### src/rtl/prog_loader.sv
// Program loader: parses a little-endian {N, data[N], checksum} byte stream,
// writes each data word into instruction ROM and releases the core once the checksum matches.
module prog_loader #(
    parameter int ROMDEPTH = 1024,
    parameter int ADDRW    = $clog2(ROMDEPTH)
) (
    input  logic             clock,
    input  logic             reset,
    input  logic [7:0]       s_data,
    input  logic             s_valid,
    output logic             s_ready,
    input  logic             start,
    output logic             mem_we,
    output logic [ADDRW-1:0] mem_addr,
    output logic [31:0]      mem_wdata,
    output logic             core_hold,
    output logic [ADDRW:0]   prog_len,
    output logic             done,
    output logic             error
);

    typedef enum logic [2:0] {HDR, DATA, CSUM, DONE, ERR} state_t;

    localparam logic [ADDRW:0] CNT_ONE = (ADDRW+1)'(1);

    state_t           state_q, state_d;
    logic [1:0]       bcnt_q, bcnt_d;
    logic [23:0]      shift_q, shift_d;
    logic [ADDRW:0]   wcnt_q, wcnt_d;
    logic [ADDRW:0]   n_q, n_d;
    logic [31:0]      sum_q, sum_d;
    logic             we_q, we_d;
    logic [ADDRW-1:0] addr_q, addr_d;
    logic [31:0]      wdata_q, wdata_d;
    logic [ADDRW:0]   plen_q, plen_d;

    logic             accept;
    logic [31:0]      word;

    always_comb begin
        state_d = state_q;
        bcnt_d  = bcnt_q;
        shift_d = shift_q;
        wcnt_d  = wcnt_q;
        n_d     = n_q;
        sum_d   = sum_q;
        we_d    = 1'b0;
        addr_d  = addr_q;
        wdata_d = wdata_q;
        plen_d  = plen_q;

        s_ready = !reset && (state_q == HDR || state_q == DATA || state_q == CSUM);
        accept  = s_valid && s_ready;
        word    = {s_data, shift_q};

        if (start) begin
            // A byte offered in the start cycle is deliberately dropped.
            state_d = HDR;
            bcnt_d  = '0;
            wcnt_d  = '0;
            sum_d   = '0;
            plen_d  = '0;
        end else if (accept) begin
            bcnt_d = bcnt_q + 2'd1;
            if (bcnt_q != 2'd3) begin
                shift_d[{bcnt_q, 3'b000} +: 8] = s_data;
            end else begin
                unique case (state_q)
                    HDR: begin
                        n_d = word[ADDRW:0];
                        if (word > 32'(ROMDEPTH))  state_d = ERR;
                        else if (word == '0)        state_d = CSUM;
                        else                        state_d = DATA;
                    end
                    DATA: begin
                        we_d    = 1'b1;
                        addr_d  = wcnt_q[ADDRW-1:0];
                        wdata_d = word;
                        sum_d   = sum_q + word;
                        wcnt_d  = wcnt_q + CNT_ONE;
                        if (wcnt_q + CNT_ONE == n_q) state_d = CSUM;
                    end
                    CSUM: begin
                        if (word == sum_q) begin
                            state_d = DONE;
                            plen_d  = n_q;
                        end else begin
                            state_d = ERR;
                        end
                    end
                    default: ;
                endcase
            end
        end
    end

    always_ff @(posedge clock) begin
        if (reset) begin
            state_q <= HDR;
            bcnt_q  <= '0;
            shift_q <= '0;
            wcnt_q  <= '0;
            n_q     <= '0;
            sum_q   <= '0;
            we_q    <= 1'b0;
            addr_q  <= '0;
            wdata_q <= '0;
            plen_q  <= '0;
        end else begin
            state_q <= state_d;
            bcnt_q  <= bcnt_d;
            shift_q <= shift_d;
            wcnt_q  <= wcnt_d;
            n_q     <= n_d;
            sum_q   <= sum_d;
            we_q    <= we_d;
            addr_q  <= addr_d;
            wdata_q <= wdata_d;
            plen_q  <= plen_d;
        end
    end

    assign mem_we    = we_q;
    assign mem_addr  = addr_q;
    assign mem_wdata = wdata_q;
    assign prog_len  = plen_q;
    assign done      = (state_q == DONE);
    assign error     = (state_q == ERR);
    assign core_hold = (state_q != DONE);

endmodule
### config.mk
export PLATFORM = sky130hd
export DESIGN_NAME = prog_loader
export DESIGN_NICKNAME = d
export VERILOG_FILES = /design/src/rtl/prog_loader.sv
export SDC_FILE = /design/constraint.sdc
export NUM_CORES = 1
export LEC_CHECK = 0
export ABC_AREA = 0
export BUFFER_PORTS_ARGS = -buffer_cell sky130_fd_sc_hd__buf_4
export CAP_MARGIN = 20
export CELL_PAD_IN_SITES_DETAIL_PLACEMENT = 1
export CELL_PAD_IN_SITES_GLOBAL_PLACEMENT = 1
export CORE_MARGIN = 2
export CORE_UTILIZATION = 49
export CTS_BUF_LIST = sky130_fd_sc_hd__clkbuf_2
export DETAILED_ROUTE_END_ITERATION = 16
export GPL_TIMING_DRIVEN = 0
export HOLD_SLACK_MARGIN = 0.12
export PLACE_DENSITY = 0.86
export SLEW_MARGIN = 20
export SYNTH_ARGS = -nofsm -noshare
export SYNTH_HDL_FRONTEND = slang
export SYNTH_SLANG_ARGS = --single-unit
export TNS_END_PERCENT = 50
### constraint.sdc
create_clock -name clock -period 7.93 [get_ports clock]
set_input_delay 1.586 -clock clock [delete_from_list [all_inputs] [get_ports clock]]
set_output_delay 1.586 -clock clock [all_outputs]
set_load 0.05 [all_outputs]
==> results.ini, run 1 <==
[global_route]
grt_antenna_before_repair=1
grt_first_pass_wirelength_mm=36.58
grt_pass1_vias=6840
grt_max_degree=17
grt_overflow=0
groute.usage.overall_pct=29.78

[detailed_routing]
first_pass_iters=4
drc_errors=0
initial_detailed_routing_violation_count=387
finalWirelength_mm=22.80
via_per_inst=5.800
wl_per_cell_um=19.37
vias=6827
ant_nets=0

[floorplan]
design.die.area_sq_um=15580
rows=44
die_x_um=124.8
core_area_sq_um=14370
floorplan.initialDensity_pct=49.76
top_level_ports=70
dieHeight_um=124.8

[synthesis]
post-synth-top-count-cell=sky130_fd_sc_hd__nand2_1
synth.avg_cell_area_sq_um=8.007
synth.top_cells.by_count=179 x sky130_fd_sc_hd__nand2_1, 137 x sky130_fd_sc_hd__dfxtp_1, 122 x sky130_fd_sc_hd__a21oi_1
synth_nets=943
yosys_warnings=0
dominantRegCellSynth=sky130_fd_sc_hd__dfxtp_1
synth_seq_area_share_pct=38.36
post_synth_instance_area_sq_um=7151
async_reset_ff_share_pct=0
ys_seq_elements=137
synthesis.instances=893
synth_largest_area_cell=sky130_fd_sc_hd__dfxtp_1
synth_enable_flop_cells=0
netlist_top_cells_area=sky130_fd_sc_hd__dfxtp_1 38%, sky130_fd_sc_hd__nand2_1 9.4%, sky130_fd_sc_hd__a21oi_1 8.5%
post-synth-top-area-fraction_pct=38.36
synth.distinct_cells=62

[final_layout]
utilization_pct=56.88
fin_cells=1177
final_standard_cell_area_without_fillers_sq_um=8173
flow.area_growth_from_synthesis_pct=14.30
finish.net_count=1029
share_of_cells_above_drive_strength_1_pct=13.71

[critical_path]
critical_path_class=in2out
timing.critical_path.slowest_cell_delay_ns=0.42
arrival_ns=2.50
setup.worst_path.end_class=output port
worst-endpoint-required_ns=6.34
path_cells=clkbuf_1 > a211oi_2 > buf_4
critical-path-slowest-cell=sky130_fd_sc_hd__a211oi_2
timing.critical_path.from_type=input pin
critPathBufInv=2
top_cell_family_by_delay_on_the_critical_path=buffers and inverters
worstPathMaxFanout=10

[timing]
worst_clock_skew_ns=0.02913
max-slew-margin-rel_pct=29.44
setup_violations=0
whs_ns=0.4671
worst_pin_slew_ns=1.056
min_period_over_period_pct=51.47
fmaxAchievable_mhz=245.0
rsz0062_at_grt=false
timing_hold_violations_final=0
slew_violations=0
fin_crit_ns=4.081
finalSetupTns_ns=0
post-route-worst-setup-slack_ns=3.849

[cts]
cts_resized=0
clkLatencyLatePin_ns=0.78
cts_hold_repair.buffers=0
cts.reportedPaths.clkPinSlew_ns=0.23
clock_root_cell=sky130_fd_sc_hd__clkbuf_2
post-cts-setup-buffer-count=0
clkSinkCount=137
tritoncts=yes
cts.htree.levels=4
ctsLongestPathBuffers=2
cts_inserted_buffers=17

[power]
power.ir.vdd_worst_mv=0.07874
power.static_leakage_nw=3.322
totalPowerFinal_mw=1.247
p_per_area_nw_per_um2=152.6

[placement]
dpl-instance-area_sq_um=7884
numPlacedInstances=1144
dp_hpwl_mm=16.90
io_buffers=67
dp_worst_setup_slack_ns=3.744
gpl.final_weighted_congestion=0.8649

[flow_run]
cap_viol_max_count=0

[worst_hold_path]
worstHoldPathType=reg2reg

[outcome]
status=finished, final reports clean

[path summary, 6_finish.rpt]
path / from / endpoint / slack (ns) / cells past startpoint
setup / recovery: reset / s_ready / 3.85 / 3
hold / removal: sum_q[16]$_SDFFE_PP0P_ / sum_q[16]$_SDFFE_PP0P_ / 0.47 / 2
setup reg to reg: shift_q[0]$_SDFFE_PP0P_ / sum_q[30]$_SDFFE_PP0P_ / 4.90 / 10
hold reg to reg: sum_q[16]$_SDFFE_PP0P_ / sum_q[16]$_SDFFE_PP0P_ / 0.47 / 2
[sequential cells by signal, indices dropped and copies added (netlist names)]
signal / flops
state_q: 3
shift_q: 24
mem_addr: 10
mem_we: 1
prog_len: 11
mem_wdata: 32
bcnt_q: 2
wcnt_q: 11
n_q: 11
sum_q: 32
[logic make-up after synthesis]
group	count (synthesis)	synth area share, %
AOI/OAI and AO/OA	217	17.99
xor gates and xnor gates	46	5.634
adders and majority gates	38	6.754
buffers and inverters	64	3.535
DFF	137	38.36
muxes	25	3.535
and+or+nand+nor	366	24.20
[report_power, final]
group / total [mW] / leakage [nW] / internal, mW / switching (mW)
sequential: 0.695 / 1.10 / 0.692 / 0.00376
clock: 0.497 / 0.162 / 0.213 / 0.284
combinational: 0.0546 / 2.06 / 0.0151 / 0.0395
total: 1.25 / 3.32 / 0.920 / 0.327
[cells in the final DEF, fill, tap and decap left out, drive strengths merged, types with 4 or more instances in the layout]
master and count:
nand2 181, dfxtp 137, a21oi 124, buf 83
clkbuf 55, nor2 53, nand3 41, ha 37
o21ai 31, xnor2 29, mux2i 23, xor2 17
a21o 16, nor3 16, inv 15, nor4 14
nand4 10, a211oi 9, or3 8, nor2b 6
and3 6, or2 5, and2 5, a31oi 5
o21bai 5, nor3b 5, or4 5, o31ai 4
o21a 4, nand2b 4, and4 4, bufinv 4
o211ai 4
[metal layers]
layer  track usage, %  vias to the layer above  routed length, um
met2            50.31                      142              11120
met3            4.768                       46                928
met5                0                        -                  0
met1            37.56                     3323               9949
met4            12.95                        0                799
li1                 -                     3316                  -
[worst reg2reg max path, stage by stage (launching register included)]
cell	delay, ns
sky130_fd_sc_hd__dfxtp_1	0.44
sky130_fd_sc_hd__ha_1	0.27
sky130_fd_sc_hd__fa_1	0.41
sky130_fd_sc_hd__a21oi_1	0.21
sky130_fd_sc_hd__nor2_1	0.09
sky130_fd_sc_hd__o31a_1	0.34
sky130_fd_sc_hd__o2111ai_2	0.37
sky130_fd_sc_hd__a211oi_2	0.17
sky130_fd_sc_hd__o21ai_1	0.21
sky130_fd_sc_hd__mux2_1	0.34
sky130_fd_sc_hd__o22ai_1	0.14
[cell type report]
| class | count | area (sq um) |
|---|---|---|
| clock buffers | 19 | 95.09 |
| flip-flops and latches | 137 | 2743 |
| diodes | 1 | 2.502 |
| inverters | 12 | 45.04 |
| fillers | 1818 | 6196 |
| multi-input cells | 692 | 4155 |
| repair buffers | 67 | 503.0 |
| well taps | 184 | 230.2 |
| clock inverters | 13 | 191.4 |
| plain buffers | 52 | 207.7 |
Power figures use the tool's default switching activity.
==> inputs of run 2 (changes only) <==
--- a/config.mk
+++ b/config.mk
@@ -11,12 +11,12 @@
 export CELL_PAD_IN_SITES_DETAIL_PLACEMENT = 1
 export CELL_PAD_IN_SITES_GLOBAL_PLACEMENT = 1
 export CORE_MARGIN = 2
-export CORE_UTILIZATION = 49
+export CORE_UTILIZATION = 46
 export CTS_BUF_LIST = sky130_fd_sc_hd__clkbuf_2
 export DETAILED_ROUTE_END_ITERATION = 16
 export GPL_TIMING_DRIVEN = 0
 export HOLD_SLACK_MARGIN = 0.12
-export PLACE_DENSITY = 0.86
+export PLACE_DENSITY = 0.81
 export SLEW_MARGIN = 20
 export SYNTH_ARGS = -nofsm -noshare
 export SYNTH_HDL_FRONTEND = slang
==> constraint.sdc (replaced) <==
create_clock -name clock -period 4.2 [get_ports clock]
set_input_delay 0.84 -clock clock [delete_from_list [all_inputs] [get_ports clock]]
set_output_delay 0.84 -clock clock [all_outputs]
set_load 0.05 [all_outputs]
==> run 2 against run 1 <==
Net effect: non-clock buffer count unchanged; worst setup slack got worse by 2.7 ns; highest routed layer unchanged; hold slack got worse by 0.11 ns; cell area increased by 0.60%; core utilization decreased by 2.8 points; clock skew about the same; largest cell class unchanged; sequential power increased by 88%; final cell count increased by 0.25%.
==> results.ini, run 2 (synthesis gave the netlist of run 1 again) <==
[timing]
finalSetupTns_ns=0  ; unchanged
max-slew-margin-rel_pct=31.51  ; was 29.44%
worst_pin_slew_ns=1.025  ; was 1.056 ns
fin_crit_ns=3.041
fmaxAchievable_mhz=328.9
min_period_over_period_pct=72.39
slew_violations=0  ; unchanged
rsz0062_at_grt=false  ; unchanged
timing_hold_violations_final=0  ; unchanged
setup_violations=0  ; unchanged
worst_clock_skew_ns=0.02887  ; was 0.02913 ns
whs_ns=0.3595  ; was 0.4671 ns

[outcome]
status=finished, final reports clean  ; unchanged

[detailed_routing]
drc_errors=0  ; unchanged
first_pass_iters=4  ; unchanged
finalWirelength_mm=22.44  ; was 22.80 mm
wl_per_cell_um=19.02  ; was 19.37 um
ant_nets=0  ; unchanged
vias=6773  ; was 6,827
via_per_inst=5.740  ; was 5.800
initial_detailed_routing_violation_count=370  ; was 387

[global_route]
grt_overflow=0  ; unchanged
grt_pass1_vias=6765  ; was 6,840
grt_first_pass_wirelength_mm=35.73  ; was 36.58 mm
grt_antenna_before_repair=1  ; unchanged
groute.usage.overall_pct=27.87  ; was 29.78%
grt_max_degree=17  ; unchanged

[critical_path]
rrSetupSlack_ns=1.16  ; was 4.90 ns
cp-endpoint=sum_q[30]$_SDFFE_PP0P_  ; was s_ready
setup.worst_path.end_class=flop  ; was output port
ff2ff_path_depth=10  ; unchanged
timing.critical_path.from_type=flop  ; was input pin
critical_path_class=reg2reg  ; was in2out
worstPathMaxFanout=5  ; was 10
rr_startpoint=shift_q[0]$_SDFFE_PP0P_  ; unchanged
arrival_ns=3.73  ; was 2.50 ns
worst-endpoint-required_ns=4.89  ; was 6.34 ns
crit-reg2reg-capture=sum_q[30]$_SDFFE_PP0P_  ; unchanged
worstSetupStartpoint=shift_q[0]$_SDFFE_PP0P_  ; was reset

[floorplan]
dieHeight_um=128.7  ; was 124.8 um
top_level_ports=70  ; unchanged
floorplan.initialDensity_pct=47.04  ; was 49.76%
design.die.area_sq_um=16560  ; was 15,580 sq um
die_x_um=128.7  ; was 124.8 um
rows=45  ; was 44
core_area_sq_um=15200  ; was 14,370 sq um

[final_layout]
most_common_cell_after_layout_fill_and_taps_aside=sky130_fd_sc_hd__nand2_1  ; unchanged
fillers=1945  ; was 1,818
final_cell_mix=179 x sky130_fd_sc_hd__nand2_1, 137 x sky130_fd_sc_hd__dfxtp_1, 122 x sky130_fd_sc_hd__a21oi_1  ; unchanged
ff_latch_area_sq_um=2743  ; unchanged
share_of_cells_above_drive_strength_1_pct=13.62  ; was 13.71%
utilization_pct=54.08  ; was 56.88%
flow.area_growth_from_synthesis_pct=14.98  ; was 14.30%
multi_input_area_sq_um=4155  ; unchanged
finish.net_count=1029  ; unchanged

[power]
power.ir.vdd_worst_mv=0.1700  ; was 0.07874 mV
switchingPower_mw=0.6152  ; was 0.3270 mW
power.share.switching_pct=24.91  ; was 26.23%
clock_power_share_pct=42.7  ; was 39.9%
p_per_area_nw_per_um2=300.4  ; was 152.6 nW/um^2
power.static_leakage_nw=3.346  ; was 3.322 nW
pwr-share-comb_pct=4.2  ; was 4.4%
power.share.sequential_pct=53.1  ; was 55.8%
p_int_mw=1.854  ; was 0.9199 mW

[placement]
gpl.final_weighted_congestion=0.8770  ; was 0.8649
dp_hpwl_mm=16.60  ; was 16.90 mm
io_buffers=67  ; unchanged

[cts]
post-cts-setup-buffer-count=0  ; unchanged
cts_hold_repair.buffers=0  ; unchanged
cts.reportedPaths.clkPinSlew_ns=0.23  ; about the same
ctsLongestPathBuffers=2  ; unchanged
tritoncts=yes  ; unchanged
clkLatencyLatePin_ns=0.76  ; was 0.78 ns
clkSinkCount=137  ; unchanged
cts.htree.levels=4  ; unchanged
clock_root_cell=sky130_fd_sc_hd__clkbuf_2  ; unchanged
cts_resized=0  ; unchanged
cts_inserted_buffers=17  ; unchanged

[flow_run]
cap_viol_max_count=0  ; unchanged

[worst_hold_path]
worstHoldPathType=in2reg  ; was reg2reg

-- run 2: power groups by stage --
stage / clock network, mW / registers [mW] / logic (mW)
4_1_cts: 1.07 / 1.31 / 0.102
3_3_place_gp: 0 / 1.34 / 0.100
3_5_place_dp: 0 / 1.34 / 0.101
6_report: 1.05 / 1.31 / 0.103
2_1_floorplan: 0 / 1.33 / 0.0599
5_1_grt: 1.13 / 1.31 / 0.111
-- run 2: area by class of cell --
type                            count  share of cell area, %
Multi-Input combinational cell    692                  50.54
Sequential cell                   137                  33.36
Timing Repair Buffer               67                  6.118
Clock inverter                     13                  2.922
Tap cell                          188                  2.861
Buffer                             52                  2.526
Clock buffer                       18                  1.096
Inverter                           12                 0.5479
Antenna cell                        1                0.03044
-- run 2: worst min-delay path by stage --
stage,from,cells after the start,endpoint,slack [ns]
finish,s_data[4],3,mem_wdata[28]$_SDFFE_PP0P_,0.36
global route,s_valid,3,bcnt_q[1]$_SDFFE_PP0N_,0.32
CTS,s_data[4],3,mem_wdata[28]$_SDFFE_PP0P_,0.31
detailed placement,sum_q[19]$_SDFFE_PP0P_,2,sum_q[19]$_SDFFE_PP0P_,0.45
global placement,sum_q[27]$_SDFFE_PP0P_,2,sum_q[27]$_SDFFE_PP0P_,0.44
floorplan,sum_q[21]$_SDFFE_PP0P_,2,sum_q[21]$_SDFFE_PP0P_,0.43
-- run 2: critical path: stages, from the launching register on --
cell and delay [ns]:
sky130_fd_sc_hd__dfxtp_1 0.43, sky130_fd_sc_hd__ha_1 0.26, sky130_fd_sc_hd__fa_1 0.43, sky130_fd_sc_hd__a21oi_1 0.22, sky130_fd_sc_hd__nor2_1 0.09, sky130_fd_sc_hd__o31a_1 0.34, sky130_fd_sc_hd__o2111ai_2 0.34, sky130_fd_sc_hd__a211oi_2 0.17
sky130_fd_sc_hd__o21ai_1 0.23, sky130_fd_sc_hd__mux2_1 0.35, sky130_fd_sc_hd__o22ai_1 0.13
-- run 2: per-stage QoR --
| stage | setup WS (ns) | total power, mW | instances | cell area, sq um |
|---|---|---|---|---|
| after floorplan | 1.204 | 1.394 | 893 | 7151 |
| after global placement | 0.8639 | 1.438 | 1148 | 7889 |
| after global routing | 1.014 | 2.559 | 1180 | 8222 |
| after CTS | 1.193 | 2.489 | 1179 | 8219 |
| after detailed placement | 0.8369 | 1.439 | 1148 | 7889 |
| final | 1.159 | 2.470 | 1180 | 8222 |
-- run 2: layer usage --
layer  wire, um  share of wire [%]  track usage, %
met1      10030                 45           35.23
met2      10640                 47           45.75
met3        893                4.0           5.613
met4        886                3.9           13.17
met5          0                  0               0
